--- src/rtl/bsg_axi_bridge_pkg.sv ---
// Shared types for the AXI burst to AXI-Lite bridge: burst/resp encodings,
// FSM states and the latched burst descriptor.
package bsg_axi_bridge_pkg;

  localparam int bridge_id_width_gp   = 6;
  localparam int bridge_addr_width_gp = 32;
  localparam int bridge_len_width_gp  = 8;

  typedef enum logic [1:0] {
    e_burst_fixed = 2'b00,
    e_burst_incr  = 2'b01,
    e_burst_wrap  = 2'b10,
    e_burst_rsvd  = 2'b11
  } burst_e;

  typedef enum logic [1:0] {
    e_resp_okay   = 2'b00,
    e_resp_exokay = 2'b01,
    e_resp_slverr = 2'b10,
    e_resp_decerr = 2'b11
  } resp_e;

  typedef enum logic [2:0] {
    e_idle, e_wr_beat, e_wr_resp, e_wr_b, e_rd_addr, e_rd_wait, e_rd_send
  } state_e;

  // addr tracks the current beat address, not just the burst start
  typedef struct packed {
    logic [bridge_id_width_gp-1:0]   id;
    logic [bridge_addr_width_gp-1:0] addr;
    logic [bridge_len_width_gp-1:0]  len;
    logic [2:0]                      size;
    logic [1:0]                      burst;
  } burst_s;

  function automatic logic [1:0] resp_max(input logic [1:0] a, input logic [1:0] b);
    return (a > b) ? a : b;
  endfunction

endpackage

--- src/rtl/bsg_axi_burst_addr_gen.sv ---
// Next-beat address for FIXED/INCR/WRAP bursts; shared by read and write paths.
module bsg_axi_burst_addr_gen
  import bsg_axi_bridge_pkg::*;
  #(parameter int addr_width_p = 32
  , parameter int len_width_p  = 8
  )
  (input  logic [addr_width_p-1:0] addr_i
  , input  logic [len_width_p-1:0]  len_i
  , input  logic [2:0]              size_i
  , input  logic [1:0]              burst_i
  , output logic [addr_width_p-1:0] next_addr_o
  );

  logic [addr_width_p-1:0] step, incr, wrap_mask, wrap_next;
  logic wrap_ok;

  always_comb begin
    step      = addr_width_p'(1) << size_i;
    incr      = addr_i + step;
    wrap_ok   = (len_i == len_width_p'(1)) || (len_i == len_width_p'(3))
             || (len_i == len_width_p'(7)) || (len_i == len_width_p'(15));
    // wrap window is (len+1) beats of 2^size bytes, aligned to its own size
    wrap_mask = ((addr_width_p'(len_i) + addr_width_p'(1)) << size_i) - addr_width_p'(1);
    wrap_next = (addr_i & ~wrap_mask) | (incr & wrap_mask);
    case (burst_i)
      e_burst_fixed: next_addr_o = addr_i;
      e_burst_wrap:  next_addr_o = wrap_ok ? wrap_next : incr;
      default:       next_addr_o = incr;
    endcase
  end

endmodule

--- src/rtl/bsg_axi_burst_to_axil_bridge.sv ---
// Splits AXI4 bursts into single-beat AXI-Lite transactions, one burst in
// flight, reads and writes arbitrated round-robin.
module bsg_axi_burst_to_axil_bridge
  import bsg_axi_bridge_pkg::*;
  #(parameter int id_width_p   = bridge_id_width_gp
  , parameter int addr_width_p = bridge_addr_width_gp
  , parameter int data_width_p = 32
  , parameter int len_width_p  = bridge_len_width_gp
  )
  (input  logic                      clk_i
  , input  logic                      reset_i
  , input  logic [id_width_p-1:0]     s_axi_awid_i
  , input  logic [addr_width_p-1:0]   s_axi_awaddr_i
  , input  logic [len_width_p-1:0]    s_axi_awlen_i
  , input  logic [2:0]                s_axi_awsize_i
  , input  logic [1:0]                s_axi_awburst_i
  , input  logic                      s_axi_awvalid_i
  , output logic                      s_axi_awready_o
  , input  logic [data_width_p-1:0]   s_axi_wdata_i
  , input  logic [data_width_p/8-1:0] s_axi_wstrb_i
  , input  logic                      s_axi_wlast_i
  , input  logic                      s_axi_wvalid_i
  , output logic                      s_axi_wready_o
  , output logic [id_width_p-1:0]     s_axi_bid_o
  , output logic [1:0]                s_axi_bresp_o
  , output logic                      s_axi_bvalid_o
  , input  logic                      s_axi_bready_i
  , input  logic [id_width_p-1:0]     s_axi_arid_i
  , input  logic [addr_width_p-1:0]   s_axi_araddr_i
  , input  logic [len_width_p-1:0]    s_axi_arlen_i
  , input  logic [2:0]                s_axi_arsize_i
  , input  logic [1:0]                s_axi_arburst_i
  , input  logic                      s_axi_arvalid_i
  , output logic                      s_axi_arready_o
  , output logic [id_width_p-1:0]     s_axi_rid_o
  , output logic [data_width_p-1:0]   s_axi_rdata_o
  , output logic [1:0]                s_axi_rresp_o
  , output logic                      s_axi_rlast_o
  , output logic                      s_axi_rvalid_o
  , input  logic                      s_axi_rready_i
  , output logic [addr_width_p-1:0]   m_axil_awaddr_o
  , output logic [2:0]                m_axil_awprot_o
  , output logic                      m_axil_awvalid_o
  , input  logic                      m_axil_awready_i
  , output logic [data_width_p-1:0]   m_axil_wdata_o
  , output logic [data_width_p/8-1:0] m_axil_wstrb_o
  , output logic                      m_axil_wvalid_o
  , input  logic                      m_axil_wready_i
  , input  logic [1:0]                m_axil_bresp_i
  , input  logic                      m_axil_bvalid_i
  , output logic                      m_axil_bready_o
  , output logic [addr_width_p-1:0]   m_axil_araddr_o
  , output logic [2:0]                m_axil_arprot_o
  , output logic                      m_axil_arvalid_o
  , input  logic                      m_axil_arready_i
  , input  logic [data_width_p-1:0]   m_axil_rdata_i
  , input  logic [1:0]                m_axil_rresp_i
  , input  logic                      m_axil_rvalid_i
  , output logic                      m_axil_rready_o
  , output logic                      error_o
  );

  state_e                  state_q, state_d;
  burst_s                  burst_q, burst_d;
  logic [len_width_p-1:0]  beat_q, beat_d;
  logic [1:0]              resp_q, resp_d, rresp_q, rresp_d;
  logic [data_width_p-1:0] rdata_q, rdata_d;
  logic                    wr_pri_q, wr_pri_d;
  logic                    aw_done_q, aw_done_d, w_done_q, w_done_d;
  logic                    error_q, error_d;
  logic [addr_width_p-1:0] next_addr;
  logic                    last_beat, rsvd, wr_req, grant_wr, grant_rd, aw_fire, w_fire;

  bsg_axi_burst_addr_gen #(.addr_width_p(addr_width_p), .len_width_p(len_width_p)) addr_gen
    (.addr_i(burst_q.addr), .len_i(burst_q.len), .size_i(burst_q.size)
    ,.burst_i(burst_q.burst), .next_addr_o(next_addr));

  assign last_beat       = (beat_q == burst_q.len);
  assign rsvd            = (burst_q.burst == e_burst_rsvd);
  assign m_axil_awprot_o = 3'b000;
  assign m_axil_arprot_o = 3'b000;
  assign m_axil_awaddr_o = burst_q.addr;
  assign m_axil_araddr_o = burst_q.addr;
  assign m_axil_wdata_o  = s_axi_wdata_i;
  assign m_axil_wstrb_o  = s_axi_wstrb_i;
  assign s_axi_bid_o     = burst_q.id;
  assign s_axi_bresp_o   = resp_q;
  assign s_axi_rid_o     = burst_q.id;
  assign s_axi_rdata_o   = rdata_q;
  assign s_axi_rresp_o   = rresp_q;
  assign s_axi_rlast_o   = last_beat;
  assign error_o         = error_q;

  always_comb begin
    state_d = state_q;  burst_d = burst_q;  beat_d = beat_q;  resp_d = resp_q;
    rresp_d = rresp_q;  rdata_d = rdata_q;  wr_pri_d = wr_pri_q;
    aw_done_d = aw_done_q;  w_done_d = w_done_q;  error_d = error_q;
    s_axi_awready_o = 1'b0;  s_axi_arready_o = 1'b0;  s_axi_wready_o = 1'b0;
    s_axi_bvalid_o  = 1'b0;  s_axi_rvalid_o  = 1'b0;
    m_axil_awvalid_o = 1'b0; m_axil_wvalid_o = 1'b0;  m_axil_bready_o = 1'b0;
    m_axil_arvalid_o = 1'b0; m_axil_rready_o = 1'b0;
    wr_req   = s_axi_awvalid_i && s_axi_wvalid_i;
    grant_wr = 1'b0;  grant_rd = 1'b0;
    aw_fire  = 1'b0;  w_fire   = 1'b0;
    case (state_q)
      e_idle: begin
        grant_wr = wr_req && (wr_pri_q || !s_axi_arvalid_i);
        grant_rd = s_axi_arvalid_i && !grant_wr;
        if (grant_wr || grant_rd) begin
          beat_d    = '0;
          resp_d    = e_resp_okay;
          aw_done_d = 1'b0;
          w_done_d  = 1'b0;
          wr_pri_d  = ~wr_pri_q;
        end
        if (grant_wr) begin
          s_axi_awready_o = 1'b1;
          burst_d = '{id: s_axi_awid_i, addr: s_axi_awaddr_i, len: s_axi_awlen_i,
                      size: s_axi_awsize_i, burst: s_axi_awburst_i};
          state_d = e_wr_beat;
        end else if (grant_rd) begin
          s_axi_arready_o = 1'b1;
          burst_d = '{id: s_axi_arid_i, addr: s_axi_araddr_i, len: s_axi_arlen_i,
                      size: s_axi_arsize_i, burst: s_axi_arburst_i};
          state_d = e_rd_addr;
        end
      end
      e_wr_beat: begin
        m_axil_awvalid_o = !aw_done_q;
        m_axil_wvalid_o  = !w_done_q && s_axi_wvalid_i;
        s_axi_wready_o   = m_axil_wready_i && !w_done_q;
        aw_fire = m_axil_awvalid_o && m_axil_awready_i;
        w_fire  = m_axil_wvalid_o && m_axil_wready_i;
        // a misplaced or missing wlast is flagged, but the burst still runs by count
        if (w_fire && (s_axi_wlast_i != last_beat)) error_d = 1'b1;
        aw_done_d = aw_done_q || aw_fire;
        w_done_d  = w_done_q || w_fire;
        if (aw_done_d && w_done_d) begin
          aw_done_d = 1'b0;
          w_done_d  = 1'b0;
          state_d   = e_wr_resp;
        end
      end
      e_wr_resp: begin
        m_axil_bready_o = 1'b1;
        if (m_axil_bvalid_i) begin
          resp_d = resp_max(resp_q, rsvd ? e_resp_slverr : m_axil_bresp_i);
          if (last_beat) state_d = e_wr_b;
          else begin
            burst_d.addr = next_addr;
            beat_d  = beat_q + len_width_p'(1);
            state_d = e_wr_beat;
          end
        end
      end
      e_wr_b: begin
        s_axi_bvalid_o = 1'b1;
        if (s_axi_bready_i) state_d = e_idle;
      end
      e_rd_addr: begin
        m_axil_arvalid_o = 1'b1;
        if (m_axil_arready_i) state_d = e_rd_wait;
      end
      e_rd_wait: begin
        m_axil_rready_o = 1'b1;
        if (m_axil_rvalid_i) begin
          rdata_d = m_axil_rdata_i;
          rresp_d = rsvd ? e_resp_slverr : m_axil_rresp_i;
          state_d = e_rd_send;
        end
      end
      e_rd_send: begin
        s_axi_rvalid_o = 1'b1;
        if (s_axi_rready_i) begin
          if (last_beat) state_d = e_idle;
          else begin
            burst_d.addr = next_addr;
            beat_d  = beat_q + len_width_p'(1);
            state_d = e_rd_addr;
          end
        end
      end
      default: state_d = e_idle;
    endcase
  end

  always_ff @(posedge clk_i or posedge reset_i) begin
    if (reset_i) begin
      state_q   <= e_idle;
      burst_q   <= '0;
      beat_q    <= '0;
      resp_q    <= '0;
      rresp_q   <= '0;
      rdata_q   <= '0;
      wr_pri_q  <= 1'b1;
      aw_done_q <= 1'b0;
      w_done_q  <= 1'b0;
      error_q   <= 1'b0;
    end else begin
      state_q   <= state_d;
      burst_q   <= burst_d;
      beat_q    <= beat_d;
      resp_q    <= resp_d;
      rresp_q   <= rresp_d;
      rdata_q   <= rdata_d;
      wr_pri_q  <= wr_pri_d;
      aw_done_q <= aw_done_d;
      w_done_q  <= w_done_d;
      error_q   <= error_d;
    end
  end

endmodule
--- config.mk ---
export PLATFORM = sky130hd
export DESIGN_NAME = bsg_axi_burst_to_axil_bridge
export DESIGN_NICKNAME = d
export VERILOG_FILES = /design/src/rtl/bsg_axi_bridge_pkg.sv /design/src/rtl/bsg_axi_burst_addr_gen.sv /design/src/rtl/bsg_axi_burst_to_axil_bridge.sv
export SDC_FILE = /design/constraint.sdc
export NUM_CORES = 1
export LEC_CHECK = 0
export ABC_AREA = 1
export CELL_PAD_IN_SITES_DETAIL_PLACEMENT = 1
export CELL_PAD_IN_SITES_GLOBAL_PLACEMENT = 1
export CORE_ASPECT_RATIO = 0.6
export CORE_MARGIN = 2
export CORE_UTILIZATION = 29
export CTS_CLUSTER_DIAMETER = 200
export DETAILED_ROUTE_END_ITERATION = 10
export PLACE_DENSITY_LB_ADDON = 0.1
export SYNTH_ARGS = -nofsm -noshare
export SYNTH_HDL_FRONTEND = slang
export SYNTH_SLANG_ARGS = --single-unit
--- constraint.sdc ---
create_clock -name clk_i -period 4.3 [get_ports clk_i]
set_clock_uncertainty 0.2 [all_clocks]
set_input_delay 0.86 -clock clk_i [delete_from_list [all_inputs] [get_ports clk_i]]
set_output_delay 0.86 -clock clk_i [all_outputs]
set_load 0.01 [all_outputs]
-- Yosys cells after proc, flatten, opt, wreduce, memory -nomap -nowiden
Cells that the tools add are included.
- register bits: 102
- bits of input ports: 187
- output and inout port bits: 166
- logic and storage cells: 132
- add/subtract/negate cells: 4
- $lt $le $gt $ge: 1
- equal/unequal tests: 23
- shifts and indexed selects: 2
- mux-type cells: 48
- bitwise logic cells: 5
- reductions and logical operators: 35
- operators with widths (kind ; count):
    32-bit two-way mux ; 4
    51-bit two-way mux ; 2
    32-bit case mux with 3 select lines ; 1
    32-bit bitwise AND ; 2
    32-bit case mux with 2 select lines ; 1
    32-bit adder ; 1
    8-bit two-way mux ; 4
    32-bit NOT ; 1
    32-bit bitwise OR ; 1
    1-bit by 3-bit << shifter with 32-bit output, first input constant ; 1
    32-bit by 3-bit << shifter with 32-bit output ; 1
    32-bit by 1-bit subtractor with 32-bit output, second input constant ; 1
    3-bit two-way mux ; 9
    8-bit case mux with 3 select lines ; 1
    3-bit case mux with 7 select lines ; 1
    1-bit two-way mux ; 16
    2-bit inequality test, second input constant ; 8
    2-bit two-way mux ; 6
    4-bit AND reduction ; 3
    2-bit AND reduction ; 5
    8-bit by 1-bit adder with 9-bit output, second input constant ; 1
    3-bit equality test, second input constant ; 3
    1-bit logical AND ; 9
    8-bit by 1-bit adder with 8-bit output, second input constant ; 1
    other kinds (21) ; 35

-- Logic depth before layout (Yosys ltp)
Gate-level depths: netlist (run 1).
- depth in word-level cells: 11
- gate-level depth with buffers: 23
- mapped depth without buffers: 22

-- Cells and area by module
Synthesis (run 1) repeated with hierarchy kept, for this count alone.
- cells, all modules: 1473
- area, all modules: 9435.3 um^2
- modules (own cells, without submodules) (module ; instances ; cells an instance ; area each (um^2) ; sequential area each (um^2)):
    bsg_axi_burst_to_axil_bridge ; 1 ; 893 ; 6413.7 ; 2553.7
    bsg_axi_burst_addr_gen ; 1 ; 580 ; 3021.6 ; 0.0

-- Least setup slack after synthesis (run 1)
Ideal clock, no wire load.
- path type: reg-to-reg
- start: register burst_q[3] (netlist bit)
- end: register with a tool-made name
- library setup time: 117 ps
- arrival: 2940 ps
- required time: 3983 ps
- path slack: 1044 ps
- stages on the path, launching flop included: 21
- buffers on the path: 2
- period minus slack after synthesis: 3256 ps
- cells stage by stage: dfrtp_1 > buf_2 > buf_2 > nor3_1 > ha_1 > inv_1 > fa_1 > inv_1 > nand2_1 > o21ai_0 > nand3_1 > nand2_1 > nand2_1 > nor3_1 > nand4_1 > o21ai_0 > a21oi_1 > nand2_1 > nand2_1 > nand2_1 > nand2_1
- RTL lines (item ; RTL line ; RTL):
    start, declared ; bsg_axi_burst_to_axil_bridge.sv:64 ; burst_s burst_q, burst_d;
    start signal, assigned ; bsg_axi_burst_to_axil_bridge.sv:201 ; burst_q <= burst_d;

-- Final worst setup path (run 1)
- start: input s_axi_wvalid_i
- end: output s_axi_awready_o
- cells in the longest elaborated chain, start to end: 4
- RTL lines (item ; RTL line ; RTL):
    start, declared ; bsg_axi_burst_to_axil_bridge.sv:22 ; , input logic s_axi_wvalid_i
    1-bit logical AND ; bsg_axi_burst_to_axil_bridge.sv:102 ; wr_req = s_axi_awvalid_i && s_axi_wvalid_i;
    1-bit logical AND ; bsg_axi_burst_to_axil_bridge.sv:107 ; grant_wr = wr_req && (wr_pri_q || !s_axi_arvalid_i);
    1-bit two-way mux ; bsg_axi_burst_to_axil_bridge.sv:116 ; if (grant_wr) begin
    1-bit two-way mux ; bsg_axi_burst_to_axil_bridge.sv:105 ; case (state_q)
    end, declared ; bsg_axi_burst_to_axil_bridge.sv:18 ; , output logic s_axi_awready_o
No other way between the ends.

==> results of run 1 <==
## stage by stage
stage / setup slack [ns] / power, W / instance area [um2] / utilization
2_1_floorplan: 0.566 / 0.00539 / 8260 / -
3_3_place_gp: 0.642 / 0.00738 / 10800 / 0.390
3_5_place_dp: 0.637 / 0.00747 / 10800 / 0.390
4_1_cts: 0.614 / 0.00849 / 11100 / 0.402
5_1_grt: 0.355 / 0.00919 / 11100 / 0.402
6_report: 0.639 / 0.00841 / 11100 / 0.402
## how the worst max path moves through the flow
stage | from | end | slack (ns)
finish | s_axi_wvalid_i | s_axi_awready_o | 0.64
global route | burst_q[2]$_DFFE_PP0P_ | flop | 0.36
CTS | s_axi_wvalid_i | s_axi_awready_o | 0.61
detailed placement | s_axi_wvalid_i | s_axi_awready_o | 0.64
global placement | s_axi_wvalid_i | s_axi_awready_o | 0.64
floorplan | reset_i | async pin | 0.57
## area by class of cell
cell class / instances / area share
inverters: 104 / 0.0357
flip-flops and latches: 102 / 0.229
well taps: 367 / 0.0412
repair buffers: 294 / 0.261
clock inverters: 6 / 0.00898
multi-input cells: 929 / 0.404
clock buffers: 9 / 0.0202
## power groups by stage
| stage | logic (W) | clock network (W) | registers [W] |
|---|---|---|---|
| 2_1_floorplan | 0.00347 | 0 | 0.00192 |
| 3_3_place_gp | 0.00540 | 0 | 0.00198 |
| 3_5_place_dp | 0.00549 | 0 | 0.00198 |
| 4_1_cts | 0.00552 | 0.000993 | 0.00198 |
| 5_1_grt | 0.00610 | 0.00103 | 0.00205 |
| 6_report | 0.00547 | 0.000962 | 0.00198 |
## cell usage in the layout, fill, tap and decap left out, types with 6 or more instances in the layout
| cell type | count |
|---|---|
| nand2_2 | 18 |
| nand3_2 | 21 |
| nor2_1 | 152 |
| clkdlybuf4s50_1 | 274 |
| buf_4 | 19 |
| dfrtp_1 | 101 |
| nor2_2 | 7 |
| nand3_1 | 71 |
| o21ai_1 | 7 |
| clkbuf_16 | 9 |
| inv_2 | 6 |
| xor2_1 | 9 |
| o21ai_0 | 75 |
| inv_1 | 93 |
| nand2_1 | 387 |
| nand4_1 | 18 |
| ha_1 | 15 |
| conb_1 | 6 |
| a21oi_1 | 35 |
| a31oi_1 | 32 |
| nor3_1 | 28 |
## worst max-delay path: stages
cell             delay (ns)
clkdlybuf4s50_1        0.55
nand2_1                0.12
a21oi_4                0.17
inv_2                  0.06
nor3_1                 0.20
clkdlybuf4s50_1        0.63
## layer usage
metal / vias to the layer above / track usage / wire [um]
met4: 2 / 0.0379 / 365
met2: 204 / 0.315 / 13000
met5: - / 0 / 16
met3: 29 / 0.0701 / 2070
met1: 4175 / 0.335 / 17600
li1: 4326 / - / -
## logic make-up (layout without fill, tap and decap cells)
logic type               after synthesis  count (layout)  synth area share
AND/OR/NAND/NOR                      723             723             0.387
buffers and inverters                230             413             0.146
AO/OA/AOI/OAI                        170             170             0.116
flip-flops                           102             102             0.310
adder cells (fa/ha/maj)               16              16            0.0252
XOR/XNOR                              14              14            0.0149
other                                  1               6          0.000455
==> flow_metrics.py, run 1 <==
metrics = {
    "critical_path": {
        "crit_required_ns": 3.24,
        "critPathKind": "in2out",
        "cp-start-kind": "input pin",
        "path_max_fanout": 4,
        "worstPathArrival_ns": 2.60,
        "reg2reg_from": "burst_q[2]$_DFFE_PP0P_",
        "end_kind": "output pin",
        "regToRegSetupSlack_ns": 0.72,
        "r2r_cells": 18,
    },
    "global_routing": {
        "gr-total-overflow": 0,
        "grt_pass1_wl_um": 51600,
        "grt_max_degree": 53,
        "grt_usage": 0.224,
        "antenna_found_initial": 1,
        "grt_pass1_vias": 8799,
    },
    "power_and_ir_drop": {
        "seq_power_share": 0.235,
        "swShare": 0.506,
        "powerDensity_nw_per_um2": 754,
        "p_int_w": 0.00415,
        "p_comb_frac": 0.650,
        "clock_power_share": 0.114,
        "p_leak_nw": 5.00,
        "ir_worst_vdd_v": 0.000219,
        "power_switching_w": 0.00426,
    },
    "run_status": {
        "failed_checks": "design-rule violations",
        "status": "complete, but fails checks",
    },
    "clocking": {
        "root_buffer": "clkbuf_16",
        "ctsHtreeMaxLevel": 3,
        "clk_latency_ns": 0.39,
        "cts_setup_buffers": 0,
        "cts.sinks": 102,
        "cts_resized": 0,
        "tritoncts": "yes",
        "cts_buffers": 9,
        "holdBufCountCts": 0,
        "clock_path_buffers": 2,
        "clk_pin_slew_ns": 0.08,
    },
    "die": {
        "coreArea_um2": 27800,
        "die_h_um": 135,
        "dieArea_um2": 29800,
        "io_pins": 353,
        "initial_utilization": 0.297,
        "die_x_um": 222,
        "fp-row-count": 47,
    },
    "yosys": {
        "ys_seq_elements": 102,
        "async_reset_ff_frac": 1.00,
        "yosys.area.top_type": "dfrtp_1",
        "synth_cell_types": 50,
        "synthMostInstantiatedCell": "nand2_1",
        "synth_edf_count": 0,
        "synth_seq_area_share": 0.310,
        "ys_warn_count": 0,
        "syn_avg_cell_area_um2": 6.56,
        "syn-cell-area_um2": 8240,
        "yosys-top-cells-area": "dfrtp_1, nand2_1, buf_4, nor2_1, o21ai_0",
        "syn_inst": 1256,
        "synth_common_cells": "nand2_1, nor2_1, dfrtp_1",
        "synth_ff_type": "dfrtp_1",
        "synthDominantCellAreaShare": 0.307,
    },
    "sta": {
        "rsz0062_at_grt": "no",
        "slew_violations": 0,
        "fin_crit_ns": 3.66,
        "finalHoldViolations": 0,
        "fmax_mhz": 273,
        "hold_ws_ns": 0.284,
        "finalCritPeriodShare": 0.852,
        "tns_ns": 0,
        "setup_violations": 0,
        "max-slew-margin-rel": 0.290,
        "tightest_slew_ns": 1.06,
    },
    "final_layout": {
        "drive_above_1_share": 0.0776,
        "final_cells": 1811,
        "fill_cells": 3534,
        "regArea_um2": 2550,
        "fin_nets": 1643,
        "multi_input_area_um2": 4510,
        "diodes": 0,
        "syn_to_final_growth_pct": 35.4,
    },
    "worst_hold_path": {
        "min_to": "s_axi_rdata_o[28]$_DFFE_PP0P_",
        "holdPathStages": 2,
        "hp-class": "reg2reg",
        "min-delay-start": "s_axi_rdata_o[28]$_DFFE_PP0P_",
    },
    "routing": {
        "vias_per_cell": 4.82,
        "dr.pass1.iters": 8,
        "drt-initial-drc-count": 483,
        "ant_nets": 0,
        "drcViolationCount": 14,
        "wl_per_cell_um": 18.3,
        "vias": 8736,
        "wirelength_um": 33100,
    },
    "placed_design": {
        "gp_routability_congestion": 0.885,
        "io_buffers": 274,
        "post-place-cells": 1796,
        "dpl.hpwl_um": 26300,
    },
    "run": {
        "cap_violations": 0,
    },
}
Note: power is estimated with default switching activity, not from simulation.
==> inputs of run 2 (changes only) <==
--- a/config.mk
+++ b/config.mk
@@ -10,7 +10,8 @@
 export CELL_PAD_IN_SITES_GLOBAL_PLACEMENT = 1
 export CORE_ASPECT_RATIO = 0.6
 export CORE_MARGIN = 2
-export CORE_UTILIZATION = 29
+export CORE_UTILIZATION = 32
+export CTS_BUF_LIST = sky130_fd_sc_hd__clkbuf_2
 export CTS_CLUSTER_DIAMETER = 200
 export DETAILED_ROUTE_END_ITERATION = 10
 export PLACE_DENSITY_LB_ADDON = 0.1
==> constraint.sdc (replaced) <==
create_clock -name clk_i -period 4.4 [get_ports clk_i]
set_clock_uncertainty 0.2 [all_clocks]
set_input_delay 0.88 -clock clk_i [delete_from_list [all_inputs] [get_ports clk_i]]
set_output_delay 0.88 -clock clk_i [all_outputs]
set_load 0.01 [all_outputs]
==> flow_metrics.py, run 2 (synthesized netlist as in run 1, its figures left out) <==
metrics = {
    "routing": {
        "wl_per_cell_um": 18.8,
        "dr.pass1.iters": 4,
        "vias": 8810,
        "wirelength_um": 33400,
        "drt-initial-drc-count": 488,
        "drcViolationCount": 0,
        "vias_per_cell": 4.96,
        "ant_nets": 0,
    },
    "global_routing": {
        "grt_usage": 0.247,
        "grt_max_degree": 53,
        "grt_pass1_vias": 8819,
        "gr-total-overflow": 0,
        "grt_pass1_wl_um": 51400,
        "antenna_found_initial": 3,
    },
    "placed_design": {
        "gp_routability_congestion": 0.868,
        "place_ws_ns": 0.745,
        "dpl.hpwl_um": 26400,
        "io_buffers": 274,
    },
    "final_layout": {
        "layout_commonest_cell": "nand2_1",
        "final_core_util": 0.432,
        "fin_nets": 1642,
        "drive_above_1_share": 0.0769,
        "final_cell_mix": "nand2_1, clkdlybuf4s50_1, nor2_1, dfrtp_1, inv_1",
        "syn_to_final_growth_pct": 32.5,
        "fill_cells": 3241,
    },
    "critical_path": {
        "worstPathArrival_ns": 2.75,
        "cp-start-kind": "flop",
        "critPathBufInv": 4,
        "worstPathCellList": "inv_1 > nor2_1 > inv_1 > nor2_1 > inv_1 > nor3_1 > clkdlybuf4s50_1",
        "crit_path_max_incr_delay_ns": 0.60,
        "end_kind": "output pin",
        "critPathTopFamily": "buffers and inverters",
        "crit_required_ns": 3.32,
        "critPathKind": "reg2out",
        "path_common_cell": "inv_1",
        "path_max_fanout": 5,
        "crit_slowest_cell": "clkdlybuf4s50_1",
    },
    "sta": {
        "finalCritPeriodShare": 0.870,
        "hold_ws_ns": 0.300,
        "setup_violations": 0,
        "finalHoldViolations": 0,
        "rsz0062_at_grt": "no",
        "max-slew-margin-rel": 0.297,
        "tns_ns": 0,
        "worst_slack_ns": 0.574,
        "slew_violations": 0,
        "fin_crit_ns": 3.83,
        "tightest_slew_ns": 1.05,
        "fmax_mhz": 261,
    },
    "run": {
        "cap_violations": 0,
    },
    "die": {
        "dieArea_um2": 27100,
        "initial_utilization": 0.326,
        "die_h_um": 128,
        "io_pins": 353,
        "die_x_um": 211,
        "fp-row-count": 45,
        "coreArea_um2": 25300,
    },
    "power_and_ir_drop": {
        "p_comb_frac": 0.682,
        "finalPower_w": 0.00792,
        "p_int_w": 0.00374,
        "p_leak_nw": 4.92,
        "power_switching_w": 0.00418,
        "clock_power_share": 0.073,
        "swShare": 0.528,
        "ir_worst_vdd_v": 0.000242,
        "seq_power_share": 0.246,
        "powerDensity_nw_per_um2": 725,
    },
    "clocking": {
        "tritoncts": "yes",
        "clock_path_buffers": 2,
        "cts.sinks": 102,
        "cts_setup_buffers": 0,
        "clk_latency_ns": 0.68,
        "holdBufCountCts": 0,
        "cts_buffers": 9,
        "clk_pin_slew_ns": 0.31,
        "ctsHtreeMaxLevel": 3,
        "root_buffer": "clkbuf_2",
        "cts_resized": 0,
    },
    "worst_hold_path": {
        "hp-class": "in2async",
    },
    "run_status": {
        "status": "completed",
    },
}
==> run 2: cell count changes in the layout (fill, tap and decap cells not counted), sizes merged <==
cell,delta
diode,+3
buf,-1
clkbuf,+1
clkinv,+1
inv,-1
==> run 2: power by group through the flow <==
stage	combinational (W)	clock [W]	sequential [W]
after floorplan	0.00339	0	0.00187
after global placement	0.00529	0	0.00194
after detailed placement	0.00538	0	0.00195
after CTS	0.00541	0.000599	0.00194
after global routing	0.00599	0.000633	0.00202
final	0.00540	0.000576	0.00194
==> run 2: path summary, 6_finish.rpt <==
path	depth (start not counted)	slack [ns]	start	endpoint
worst max-delay path	7	0.57	state_q[0]$_DFFE_PP0P_	s_axi_wready_o
worst min-delay path	2	0.30	reset_i	s_axi_rdata_o[15]$_DFFE_PP0P_
worst max register to register	18	0.59	burst_q[4]$_DFFE_PP0P_	flop
worst min register to register	1	0.32	error_o$_DFFE_PP0P_	error_o$_DFFE_PP0P_
max in group asynchronous	3	2.88	reset_i	wr_pri_q$_DFFE_PP1P_
min in group clk_i	1	0.32	error_o$_DFFE_PP0P_	error_o$_DFFE_PP0P_
==> run 2: layout make-up <==
type                    instances  area [um2]  area share
diodes                          3        7.51    0.000688
clock buffers                  10        50.0     0.00458
clock inverters                 6        90.1     0.00825
inverters                     104         398      0.0364
multi-input cells             929        4510       0.413
flip-flops and latches        102        2550       0.234
well taps                     329         412      0.0377
repair buffers                293        2900       0.265
==> run 2: per-stage QoR <==
stage	instances	cell area, um2
floorplan	1261	8260
global placement	1757	10800
detailed placement	1757	10800
CTS	1773	10900
global route	1774	10900
finish	1776	10900
==> run 2: layer usage <==
layer,vias up,part of all wire,global-route usage
met1,4205,0.52,0.366
met2,265,0.40,0.352
met5,-,0,0
met4,0,0.0076,0.0381
met3,16,0.078,0.0789
li1,4324,-,-
